[src/rtl/dcache_writeback_unit_pkg.sv]
// Shared D-cache writeback configuration: line geometry, FSM states and the
// release-buffer entry layout.
package dcache_pkg;

  localparam int unsigned LINE_BEATS = 16;
  localparam int unsigned IDX_BITS   = 6;
  localparam int unsigned BEAT_BITS  = $clog2(LINE_BEATS);
  localparam int unsigned ADDR_BITS  = IDX_BITS + BEAT_BITS + 2;

  typedef enum logic [1:0] {
    IDLE,
    READ,
    DRAIN
  } wb_state_e;

  typedef logic [BEAT_BITS-1:0] beat_t;

  typedef struct packed {
    beat_t       beat;
    logic [31:0] data;
  } release_beat_t;

  localparam beat_t LAST_BEAT = beat_t'(LINE_BEATS - 1);

endpackage

[src/rtl/dcache_writeback_unit_if.sv]
// Writeback unit bus bundle: command, data-array request/response and release
// stream. The writeback unit uses the master view.
interface dcache_writeback_unit_if;
  import dcache_pkg::*;

  logic                 io_req_valid;
  logic                 io_req_ready;
  logic [IDX_BITS-1:0]  io_req_bits_idx;
  logic [3:0]           io_req_bits_way_en;

  logic                 io_data_req_valid;
  logic                 io_data_req_ready;
  logic [ADDR_BITS-1:0] io_data_req_bits_addr;
  logic                 io_data_req_bits_write;
  logic [31:0]          io_data_req_bits_wdata;
  logic [3:0]           io_data_req_bits_eccMask;
  logic [3:0]           io_data_req_bits_way_en;

  logic [31:0]          io_data_resp_0;
  logic [31:0]          io_data_resp_1;
  logic [31:0]          io_data_resp_2;
  logic [31:0]          io_data_resp_3;

  logic                 io_release_valid;
  logic                 io_release_ready;
  logic [31:0]          io_release_bits_data;
  logic [BEAT_BITS-1:0] io_release_bits_beat;
  logic                 io_release_bits_last;

  logic                 io_busy;

  modport master (
    input  io_req_valid, io_req_bits_idx, io_req_bits_way_en,
    input  io_data_req_ready,
    input  io_data_resp_0, io_data_resp_1, io_data_resp_2, io_data_resp_3,
    input  io_release_ready,
    output io_req_ready,
    output io_data_req_valid, io_data_req_bits_addr, io_data_req_bits_write,
    output io_data_req_bits_wdata, io_data_req_bits_eccMask, io_data_req_bits_way_en,
    output io_release_valid, io_release_bits_data, io_release_bits_beat,
    output io_release_bits_last,
    output io_busy
  );

  modport slave (
    output io_req_valid, io_req_bits_idx, io_req_bits_way_en,
    output io_data_req_ready,
    output io_data_resp_0, io_data_resp_1, io_data_resp_2, io_data_resp_3,
    output io_release_ready,
    input  io_req_ready,
    input  io_data_req_valid, io_data_req_bits_addr, io_data_req_bits_write,
    input  io_data_req_bits_wdata, io_data_req_bits_eccMask, io_data_req_bits_way_en,
    input  io_release_valid, io_release_bits_data, io_release_bits_beat,
    input  io_release_bits_last,
    input  io_busy
  );

endinterface

[src/rtl/dcache_writeback_unit_release_buffer.sv]
// Two-entry FIFO holding {beat, data} between the data-array response and the
// release port.
module release_buffer
  import dcache_pkg::*;
(
  input  logic          clock,
  input  logic          reset,
  input  logic          push,
  input  release_beat_t push_data,
  input  logic          pop,
  output release_beat_t head,
  output logic [1:0]    count
);

  release_beat_t mem [2];
  logic          wr_ptr;
  logic          rd_ptr;
  logic          do_push;
  logic          do_pop;

  assign do_pop  = pop && (count != 2'd0);
  assign do_push = push && ((count != 2'd2) || do_pop);
  assign head    = mem[rd_ptr];

  always_ff @(posedge clock) begin
    if (reset) begin
      wr_ptr <= 1'b0;
      rd_ptr <= 1'b0;
      count  <= '0;
    end else begin
      if (do_push) begin
        mem[wr_ptr] <= push_data;
        wr_ptr      <= ~wr_ptr;
      end
      if (do_pop) begin
        rd_ptr <= ~rd_ptr;
      end
      count <= count + 2'(do_push) - 2'(do_pop);
    end
  end

  // The upstream credit rule keeps pushes from ever landing on a full buffer.
  a_no_overflow: assert property (@(posedge clock) disable iff (reset)
    !(push && (count == 2'd2) && !pop));

endmodule

[src/rtl/dcache_writeback_unit.sv]
// Victim-line writeback: reads one line from the D-cache data array beat by
// beat and streams it in order on the release port.
module dcache_writeback_unit
  import dcache_pkg::*;
(
  input logic                     clock,
  input logic                     reset,
  dcache_writeback_unit_if.master wb
);

  wb_state_e           state;
  logic [IDX_BITS-1:0] idx_q;
  logic [3:0]          way_q;
  beat_t               rd_cnt;
  beat_t               tx_cnt;
  beat_t               inflight_beat;
  logic                inflight;

  logic                accept;
  logic                grant;
  logic                pop;
  logic [2:0]          avail;
  logic [31:0]         resp [4];
  logic [31:0]         sel_word;
  release_beat_t       push_data;
  release_beat_t       head;
  logic [1:0]          buf_count;

  assign resp[0] = wb.io_data_resp_0;
  assign resp[1] = wb.io_data_resp_1;
  assign resp[2] = wb.io_data_resp_2;
  assign resp[3] = wb.io_data_resp_3;

  always_comb begin
    sel_word = '0;
    for (int unsigned w = 0; w < 4; w++) begin
      if (way_q[w]) sel_word = sel_word | resp[w];
    end
  end

  // Credits cover both buffered beats and the read whose data lands next cycle.
  assign avail = 3'(buf_count) + 3'(inflight) - 3'(pop);

  assign wb.io_req_ready             = !reset && (state == IDLE);
  assign wb.io_data_req_valid        = !reset && (state == READ) && (avail < 3'd2);
  assign wb.io_data_req_bits_addr    = {idx_q, rd_cnt, 2'b00};
  assign wb.io_data_req_bits_write   = 1'b0;
  assign wb.io_data_req_bits_wdata   = '0;
  assign wb.io_data_req_bits_eccMask = '0;
  assign wb.io_data_req_bits_way_en  = way_q;

  assign wb.io_release_valid     = !reset && (buf_count != 2'd0);
  assign wb.io_release_bits_data = head.data;
  assign wb.io_release_bits_beat = head.beat;
  assign wb.io_release_bits_last = (head.beat == LAST_BEAT);
  assign wb.io_busy              = (state != IDLE);

  assign accept = wb.io_req_valid && wb.io_req_ready;
  assign grant  = wb.io_data_req_valid && wb.io_data_req_ready;
  assign pop    = wb.io_release_valid && wb.io_release_ready;

  assign push_data = '{beat: inflight_beat, data: sel_word};

  release_buffer u_release_buffer (
    .clock     (clock),
    .reset     (reset),
    .push      (inflight),
    .push_data (push_data),
    .pop       (pop),
    .head      (head),
    .count     (buf_count)
  );

  always_ff @(posedge clock) begin
    if (reset) begin
      state         <= IDLE;
      idx_q         <= '0;
      way_q         <= '0;
      rd_cnt        <= '0;
      tx_cnt        <= '0;
      inflight_beat <= '0;
      inflight      <= 1'b0;
    end else begin
      inflight <= grant;
      if (grant) begin
        inflight_beat <= rd_cnt;
        rd_cnt        <= rd_cnt + 1'b1;
      end
      if (pop) tx_cnt <= tx_cnt + 1'b1;

      unique case (state)
        IDLE: begin
          if (accept) begin
            idx_q  <= wb.io_req_bits_idx;
            way_q  <= wb.io_req_bits_way_en;
            rd_cnt <= '0;
            tx_cnt <= '0;
            state  <= READ;
          end
        end
        READ: begin
          if (grant && (rd_cnt == LAST_BEAT)) state <= DRAIN;
        end
        DRAIN: begin
          if (pop && (head.beat == LAST_BEAT)) state <= IDLE;
        end
        default: state <= IDLE;
      endcase
    end
  end

  a_in_order: assert property (@(posedge clock) disable iff (reset)
    pop |-> (head.beat == tx_cnt));

endmodule

[src/flat_wrapper.sv]
// flat-port wrapper written by rule: the top's interface ports become plain ports
module dcache_writeback_unit_flat import dcache_pkg::*;
  (clock, reset, wb_io_req_valid, wb_io_req_bits_idx, wb_io_req_bits_way_en, wb_io_data_req_ready, wb_io_data_resp_0, wb_io_data_resp_1, wb_io_data_resp_2, wb_io_data_resp_3, wb_io_release_ready, wb_io_req_ready, wb_io_data_req_valid, wb_io_data_req_bits_addr, wb_io_data_req_bits_write, wb_io_data_req_bits_wdata, wb_io_data_req_bits_eccMask, wb_io_data_req_bits_way_en, wb_io_release_valid, wb_io_release_bits_data, wb_io_release_bits_beat, wb_io_release_bits_last, wb_io_busy);
  dcache_writeback_unit_if wb_i ();
  input logic clock;
  input logic reset;
  input wire logic [$bits(wb_i.io_req_valid)-1:0] wb_io_req_valid;
  input wire logic [$bits(wb_i.io_req_bits_idx)-1:0] wb_io_req_bits_idx;
  input wire logic [$bits(wb_i.io_req_bits_way_en)-1:0] wb_io_req_bits_way_en;
  input wire logic [$bits(wb_i.io_data_req_ready)-1:0] wb_io_data_req_ready;
  input wire logic [$bits(wb_i.io_data_resp_0)-1:0] wb_io_data_resp_0;
  input wire logic [$bits(wb_i.io_data_resp_1)-1:0] wb_io_data_resp_1;
  input wire logic [$bits(wb_i.io_data_resp_2)-1:0] wb_io_data_resp_2;
  input wire logic [$bits(wb_i.io_data_resp_3)-1:0] wb_io_data_resp_3;
  input wire logic [$bits(wb_i.io_release_ready)-1:0] wb_io_release_ready;
  output wire logic [$bits(wb_i.io_req_ready)-1:0] wb_io_req_ready;
  output wire logic [$bits(wb_i.io_data_req_valid)-1:0] wb_io_data_req_valid;
  output wire logic [$bits(wb_i.io_data_req_bits_addr)-1:0] wb_io_data_req_bits_addr;
  output wire logic [$bits(wb_i.io_data_req_bits_write)-1:0] wb_io_data_req_bits_write;
  output wire logic [$bits(wb_i.io_data_req_bits_wdata)-1:0] wb_io_data_req_bits_wdata;
  output wire logic [$bits(wb_i.io_data_req_bits_eccMask)-1:0] wb_io_data_req_bits_eccMask;
  output wire logic [$bits(wb_i.io_data_req_bits_way_en)-1:0] wb_io_data_req_bits_way_en;
  output wire logic [$bits(wb_i.io_release_valid)-1:0] wb_io_release_valid;
  output wire logic [$bits(wb_i.io_release_bits_data)-1:0] wb_io_release_bits_data;
  output wire logic [$bits(wb_i.io_release_bits_beat)-1:0] wb_io_release_bits_beat;
  output wire logic [$bits(wb_i.io_release_bits_last)-1:0] wb_io_release_bits_last;
  output wire logic [$bits(wb_i.io_busy)-1:0] wb_io_busy;
  assign wb_i.io_req_valid = wb_io_req_valid;
  assign wb_i.io_req_bits_idx = wb_io_req_bits_idx;
  assign wb_i.io_req_bits_way_en = wb_io_req_bits_way_en;
  assign wb_i.io_data_req_ready = wb_io_data_req_ready;
  assign wb_i.io_data_resp_0 = wb_io_data_resp_0;
  assign wb_i.io_data_resp_1 = wb_io_data_resp_1;
  assign wb_i.io_data_resp_2 = wb_io_data_resp_2;
  assign wb_i.io_data_resp_3 = wb_io_data_resp_3;
  assign wb_i.io_release_ready = wb_io_release_ready;
  assign wb_io_req_ready = wb_i.io_req_ready;
  assign wb_io_data_req_valid = wb_i.io_data_req_valid;
  assign wb_io_data_req_bits_addr = wb_i.io_data_req_bits_addr;
  assign wb_io_data_req_bits_write = wb_i.io_data_req_bits_write;
  assign wb_io_data_req_bits_wdata = wb_i.io_data_req_bits_wdata;
  assign wb_io_data_req_bits_eccMask = wb_i.io_data_req_bits_eccMask;
  assign wb_io_data_req_bits_way_en = wb_i.io_data_req_bits_way_en;
  assign wb_io_release_valid = wb_i.io_release_valid;
  assign wb_io_release_bits_data = wb_i.io_release_bits_data;
  assign wb_io_release_bits_beat = wb_i.io_release_bits_beat;
  assign wb_io_release_bits_last = wb_i.io_release_bits_last;
  assign wb_io_busy = wb_i.io_busy;
  dcache_writeback_unit u_core (.clock(clock), .reset(reset), .wb(wb_i));
endmodule
[config.mk]
export PLATFORM = sky130hd
export DESIGN_NAME = dcache_writeback_unit_flat
export DESIGN_NICKNAME = d
export VERILOG_FILES = /design/src/rtl/dcache_writeback_unit_pkg.sv /design/src/rtl/dcache_writeback_unit_if.sv /design/src/rtl/dcache_writeback_unit_release_buffer.sv /design/src/rtl/dcache_writeback_unit.sv /design/src/flat_wrapper.sv
export SDC_FILE = /design/constraint.sdc
export NUM_CORES = 1
export LEC_CHECK = 0
export CAP_MARGIN = 20
export CELL_PAD_IN_SITES_DETAIL_PLACEMENT = 0
export CELL_PAD_IN_SITES_GLOBAL_PLACEMENT = 1
export CORE_UTILIZATION = 25
export CTS_CLUSTER_DIAMETER = 60
export DETAILED_ROUTE_END_ITERATION = 7
export PLACE_DENSITY_LB_ADDON = 0.1
export SYNTH_ARGS = -nofsm -noshare
export SYNTH_HDL_FRONTEND = slang
export SYNTH_SLANG_ARGS = --single-unit
[constraint.sdc]
create_clock -name clock -period 7.15 [get_ports clock]
set_input_delay 0.715 -clock clock [delete_from_list [all_inputs] [get_ports clock]]
set_output_delay 0.715 -clock clock [all_outputs]
set_load 0.05 [all_outputs]
==> results of run 1 <==
==> final cells by class <==
class | count | area [um^2] | area share [%]
clock buffer | 11 | 253 | 3.56
clock inverter | 5 | 81.3 | 1.15
tap | 229 | 287 | 4.04
timing repair buffer | 202 | 2020 | 28.5
multi-input combinational | 264 | 1730 | 24.4
inverter | 9 | 33.8 | 0.476
sequential | 98 | 2680 | 37.8
==> layout by cell type, fill, tap and decap left out, drive strengths merged, types with 5 or more instances in the layout <==
cell           count
nand2             57
a22oi             64
conb              39
o21ai             12
clkbuf            11
inv               12
edfxtp            72
nor2              13
mux2              32
buf                5
xor2               7
clkdlybuf4s50    197
dfxtp             26
mux2i              8
==> how the worst max path moves through the flow <==
| stage | start | end | slack, ns | cells past startpoint |
|---|---|---|---|---|
| floorplan | reset | wb_io_data_req_valid | 3.60 | 10 |
| global route | reset | wb_io_data_req_valid | 2.05 | 11 |
| detailed placement | reset | wb_io_data_req_valid | 2.24 | 11 |
| finish | reset | wb_io_data_req_valid | 2.27 | 11 |
| global placement | reset | wb_io_data_req_valid | 2.28 | 11 |
| CTS | reset | wb_io_data_req_valid | 2.23 | 11 |
==> registers in the layout, summed over array words and instances, names as in the netlist, named ones only <==
register and flops:
u_core.inflight 1, u_core.wb.io_data_req_bits_way_en 4, u_core.u_release_buffer.rd_ptr 1, u_core.u_release_buffer.wr_ptr 1, u_core.inflight_beat 4, u_core.idx_q 6
u_core.state 2, u_core.u_release_buffer.mem 72, u_core.u_release_buffer.count 2, u_core.rd_cnt 4
==> power by group through the flow <==
stage | Combinational, mW | Clock, mW | Sequential, mW
final | 0.294 | 0.533 | 0.641
after global routing | 0.316 | 0.575 | 0.642
after CTS | 0.298 | 0.553 | 0.641
after detailed placement | 0.297 | 0 | 0.653
after global placement | 0.294 | 0 | 0.653
after floorplan | 0.166 | 0 | 0.666
==> cell families after synthesis <==
family / after synthesis / share of synthesized area [%]
AOI/OAI and AO/OA: 82 / 12.5
xor gates and xnor gates: 8 / 1.49
adders and majority gates: 4 / 1.22
buffers and inverters: 73 / 9.32
DFF: 98 / 57.1
muxes: 40 / 9.37
other: 1 / 0.0798
and+or+nand+nor: 91 / 8.92
==> routing by layer <==
layer,up-vias,share of wire [%],global-route usage (%)
met4,0,2.0,5.91
met1,1649,42,16.0
met5,-,0,0
met2,156,49,24.1
met3,17,7.5,3.83
li1,1747,-,-
==> through the flow <==
stage / utilization [%] / total power [mW] / hold slack (ns) / instances / worst slack, ns
2_1_floorplan: - / 0.832 / 0.425 / 435 / 3.60
3_3_place_gp: 37.0 / 0.947 / 0.441 / 801 / 2.28
3_5_place_dp: 37.1 / 0.950 / 0.448 / 802 / 2.24
4_1_cts: 38.9 / 1.49 / 0.465 / 818 / 2.23
5_1_grt: 38.9 / 1.53 / 0.491 / 818 / 2.05
6_report: 38.9 / 1.47 / 0.464 / 818 / 2.27
==> impl_metrics.py, run 1 <==
metrics = {
    "run_status": {
        "status": "finished, violations left",
        "violations": "design-rule violations",
    },
    "setup_path": {
        "crit_required_ns": 6.43,
        "max_stage_delay_ns": 0.86,
        "worstRegToRegCells": 10,
        "regToRegStartpoint": "u_core.u_release_buffer.count[1]$_SDFF_PP0_",
        "start_kind": "primary input",
        "crit_arrival_ns": 4.16,
        "rrSetupSlack_ns": 4.50,
        "cp_top_family": "buffers and inverters",
        "crit_slowest_cell": "clkdlybuf4s50_1",
        "crit_fanout": 17,
        "endpoint_kind": "output pin",
        "r2r-end": "u_core.inflight_beat[3]$_SDFFE_PP0P_",
        "crit_chain": "clkdlybuf4s50_1 > o21ba_4 > nand2_4 > inv_1 > ha_1 > nand2b_1 > fa_1 > xnor2_1 > nand2_1 > inv_1 > clkdlybuf4s50_1",
        "critPathKind": "primary input to output pin",
        "cp_num_buf_inv": 4,
    },
    "global_routing": {
        "grt_pass1_wl_um": 20200,
        "grt_usage_pct": 13.9,
        "grt_overflow_total": 0,
        "grt_max_degree": 37,
        "grt_pass1_vias": 3618,
        "antenna_found_initial": 0,
    },
    "floorplan": {
        "core-area_um2": 18200,
        "rows": 49,
        "ioPinCount": 237,
        "dieArea_um2": 19400,
        "die_h_um": 139,
        "die_w_um": 139,
        "floorplan.initialDensity_pct": 25.8,
    },
    "worst_hold_path": {
        "holdPathEnd": "u_core.u_release_buffer.mem[0][35]$_DFFE_PP_",
        "hold_class": "register to register",
        "holdPathStages": 0,
        "worstHoldStart": "u_core.inflight_beat[3]$_SDFFE_PP0P_",
    },
    "logic_synthesis": {
        "yosys.area.top_type": "edfxtp_1",
        "netlist_area_um2": 4700,
        "synth-seq-cells": 98,
        "synthDistinctLibCells": 38,
        "synth-main-ff-cell": "edfxtp_1",
        "synthTopCellsByArea": "edfxtp_1, dfxtp_1, a22oi_1, mux2_2, buf_4",
        "synth_edf_count": 72,
        "yosysWarnings": 0,
        "yosysMostFrequentCell": "edfxtp_1",
        "synth_top_area_share_pct": 46.0,
        "async_flop_share_pct": 0,
        "syn_inst": 397,
        "seq_area_frac_synth_pct": 57.1,
        "synth.avg_cell_area_um2": 11.8,
        "ys_top_cells_by_count": "edfxtp_1, a22oi_1, nand2_1, buf_4, mux2_2",
    },
    "detailed_routing": {
        "totalWireLength_um": 13200,
        "routedWlPerCell_um": 16.1,
        "vias": 3569,
        "firstDrtPassIters": 8,
        "drtAntennaViolNets": 0,
        "drt_iter0_drc": 176,
        "viasPerCell": 4.36,
        "post-route-drc-count": 17,
    },
    "final_layout": {
        "drive_gt1_share_pct": 10.9,
        "diodes": 0,
        "nets": 731,
        "syn_to_final_growth_pct": 50.9,
        "finalInstanceArea_um2": 7090,
        "fillers": 1738,
    },
    "placed_design": {
        "gp_routability_congestion": 0.729,
        "hpwlAfterDp_um": 8920,
        "placed_cell_area_um2": 6760,
        "portBuffers": 197,
    },
    "timing": {
        "hold_violations": 0,
        "tightest_slew_ns": 1.00,
        "slew_headroom_pct": 33.1,
        "tns_ns": 0,
        "fin_crit_sh_pct": 68.3,
        "timing.final.crit_period_ns": 4.88,
        "max_freq_mhz": 205,
        "setup_viol": 0,
        "clock-skew-final_ns": 0.00880,
        "rsz0062_at_grt": "false",
        "finalMaxSlewViolations": 0,
    },
    "cts": {
        "htree_levels": 3,
        "post-cts-setup-buffer-count": 0,
        "clock-sinks": 98,
        "cts_resized": 0,
        "clk_pin_slew_ns": 0.07,
        "clk_path_buf_depth": 2,
        "cts_tree": "done",
        "ctsRootBufferMaster": "clkbuf_16",
        "ctsHoldBuffers": 0,
        "clkLatencyLatePin_ns": 0.34,
        "cts_buffers": 9,
    },
    "pwr": {
        "p_clk_share_pct": 36.3,
        "switchingPower_mw": 0.386,
        "power_frac_comb_pct": 20.0,
        "pwr-share-seq_pct": 43.6,
        "internal-power_mw": 1.08,
        "powerDensity_nw_per_um2": 207,
        "ir_worst_vdd_mv": 0.103,
        "swShare_pct": 26.3,
        "leakage_nw": 2.64,
    },
    "run": {
        "cap_violations": 0,
    },
}
Power figures use the tool's default switching activity.
==> inputs of run 2 (changes only) <==
==> constraint.sdc (replaced) <==
create_clock -name clock -period 4.45 [get_ports clock]
set_input_delay 0.445 -clock clock [delete_from_list [all_inputs] [get_ports clock]]
set_output_delay 0.445 -clock clock [all_outputs]
set_load 0.05 [all_outputs]
==> run 2 against run 1 <==
Net effect: the flow still finishes with violations (design-rule violations); final area down 0.16%; setup slack worse by 1.3 ns; register-to-register slack got worse by 2.7 ns; worst hold slack got worse by 0.0039 ns; non-clock buffer count is 2 higher; sequential cell count unchanged; clock-buffer cell count is 1 lower; global-route usage barely moved; sequential power grew 61%; wire length increased by 0.11%; die area stayed put; critical path depth rose by 1; largest power group unchanged.
==> impl_metrics.py, run 2 (synthesized netlist as in run 1, its figures left out) <==
metrics = {
    "run_status": {
        "status": "finished, violations left",
        "violations": "design-rule violations",
    },
    "worst_hold_path": {
        "hold_class": "register to register",
        "worstHoldStart": "u_core.idx_q[5]$_SDFFE_PP0P_",
        "holdPathStages": 2,
        "holdPathEnd": "u_core.idx_q[5]$_SDFFE_PP0P_",
    },
    "placed_design": {
        "placed_cell_area_um2": 6770,
        "portBuffers": 197,
        "hpwlAfterDp_um": 9110,
        "gp_routability_congestion": 0.695,
    },
    "final_layout": {
        "finalInstanceArea_um2": 7080,
        "top_register": "u_core.u_release_buffer.mem",
        "mostFrequentLayoutCell": "clkdlybuf4s50_1",
        "nets": 733,
        "mostFrequentLayoutCells": "clkdlybuf4s50_1, edfxtp_1, a22oi_1",
        "top_regs": "u_core.u_release_buffer.mem x72, u_core.idx_q x6",
        "fillers": 1771,
        "largest_register_ffs": 72,
        "diodes": 0,
        "syn_to_final_growth_pct": 50.6,
        "drive_gt1_share_pct": 10.8,
    },
    "timing": {
        "fin_crit_sh_pct": 78.1,
        "hold_violations": 0,
        "slew_headroom_pct": 35.5,
        "tns_ns": 0,
        "max_freq_mhz": 288,
        "finalMaxSlewViolations": 0,
        "tightest_slew_ns": 0.968,
        "timing.final.crit_period_ns": 3.48,
        "clock-skew-final_ns": 0.00743,
        "rsz0062_at_grt": "false",
        "setup_viol": 0,
    },
    "cts": {
        "ctsRootBufferMaster": "clkbuf_16",
        "cts_buffers": 9,
        "ctsHoldBuffers": 0,
        "clock-sinks": 98,
        "cts_resized": 0,
        "htree_levels": 3,
        "cts_tree": "done",
        "post-cts-setup-buffer-count": 0,
        "clk_pin_slew_ns": 0.07,
        "clkLatencyLatePin_ns": 0.34,
        "clk_path_buf_depth": 2,
    },
    "floorplan": {
        "die_w_um": 139,
        "floorplan.initialDensity_pct": 25.8,
        "dieArea_um2": 19400,
        "core-area_um2": 18200,
        "die_h_um": 139,
        "ioPinCount": 237,
        "rows": 49,
    },
    "pwr": {
        "leakage_nw": 2.64,
        "ir_worst_vdd_mv": 0.180,
        "powerDensity_nw_per_um2": 327,
        "total_power_mw": 2.32,
    },
    "setup_path": {
        "start_kind": "primary input",
        "crit_arrival_ns": 3.03,
        "endpoint_kind": "output pin",
        "r2r-end": "u_core.inflight_beat[3]$_SDFFE_PP0P_",
        "rrSetupSlack_ns": 1.83,
        "crit_required_ns": 4.01,
        "crit_fanout": 17,
        "worstRegToRegCells": 10,
        "cp-startpoint": "reset",
        "regToRegStartpoint": "u_core.u_release_buffer.count[1]$_SDFF_PP0_",
        "critPathKind": "primary input to output pin",
    },
    "detailed_routing": {
        "drt_iter0_drc": 187,
        "routedWlPerCell_um": 16.1,
        "viasPerCell": 4.40,
        "vias": 3609,
        "totalWireLength_um": 13200,
        "drtAntennaViolNets": 0,
        "post-route-drc-count": 17,
        "firstDrtPassIters": 8,
    },
    "global_routing": {
        "grt_overflow_total": 0,
        "grt_pass1_vias": 3678,
        "grt_pass1_wl_um": 20200,
        "grt_usage_pct": 13.9,
        "antenna_found_initial": 1,
        "grt_max_degree": 37,
    },
    "run": {
        "cap_violations": 0,
    },
}
==> run 2: metrics by stage <==
step	setup WS, ns	instances	util, %	hold WS [ns]
after floorplan	1.44	435	-	0.425
after global placement	0.985	803	37.1	0.441
after detailed placement	0.955	804	37.2	0.450
after CTS	0.954	820	38.9	0.464
after global routing	0.821	820	38.9	0.475
final	0.973	820	38.9	0.460
==> run 2: worst max-delay path: stages <==
cell	delay [ns]
clkdlybuf4s50_1	0.45
buf_4	0.20
o21ba_4	0.20
nand2_4	0.08
inv_1	0.04
ha_1	0.25
nand2b_1	0.16
fa_1	0.42
xnor2_1	0.32
nand2_1	0.16
inv_1	0.10
buf_4	0.20
==> run 2: power by group <==
group | internal [mW] | switching, mW | total [mW]
logic | 0.198 | 0.279 | 0.476
registers | 1.02 | 0.0112 | 1.03
clock network | 0.489 | 0.326 | 0.815
==> run 2: area by class of cell <==
cell class	count	area, um^2	share of cell area [%]
inverter	9	33.8	0.477
tap	229	287	4.05
sequential	98	2680	37.9
clock buffer	10	229	3.23
multi-input combinational	264	1730	24.5
timing repair buffer	204	2030	28.7
clock inverter	6	81.3	1.15
==> run 2: worst max path at each step <==
| stage | endpoint | cells past startpoint | slack (ns) |
|---|---|---|---|
| floorplan | wb_io_data_req_valid | 10 | 1.44 |
| detailed placement | wb_io_data_req_valid | 12 | 0.96 |
| finish | wb_io_data_req_valid | 12 | 0.97 |
| global route | wb_io_data_req_valid | 12 | 0.82 |
| CTS | wb_io_data_req_valid | 12 | 0.95 |
| global placement | wb_io_data_req_valid | 12 | 0.99 |
==> run 2: layer usage <==
layer | up-vias | GRT usage (%) | part of all wire, %
met5 | - | 0 | 0
met4 | 0 | 5.85 | 1.5
met3 | 15 | 3.80 | 7.7
met2 | 158 | 24.2 | 50
met1 | 1678 | 15.9 | 41
li1 | 1758 | - | -
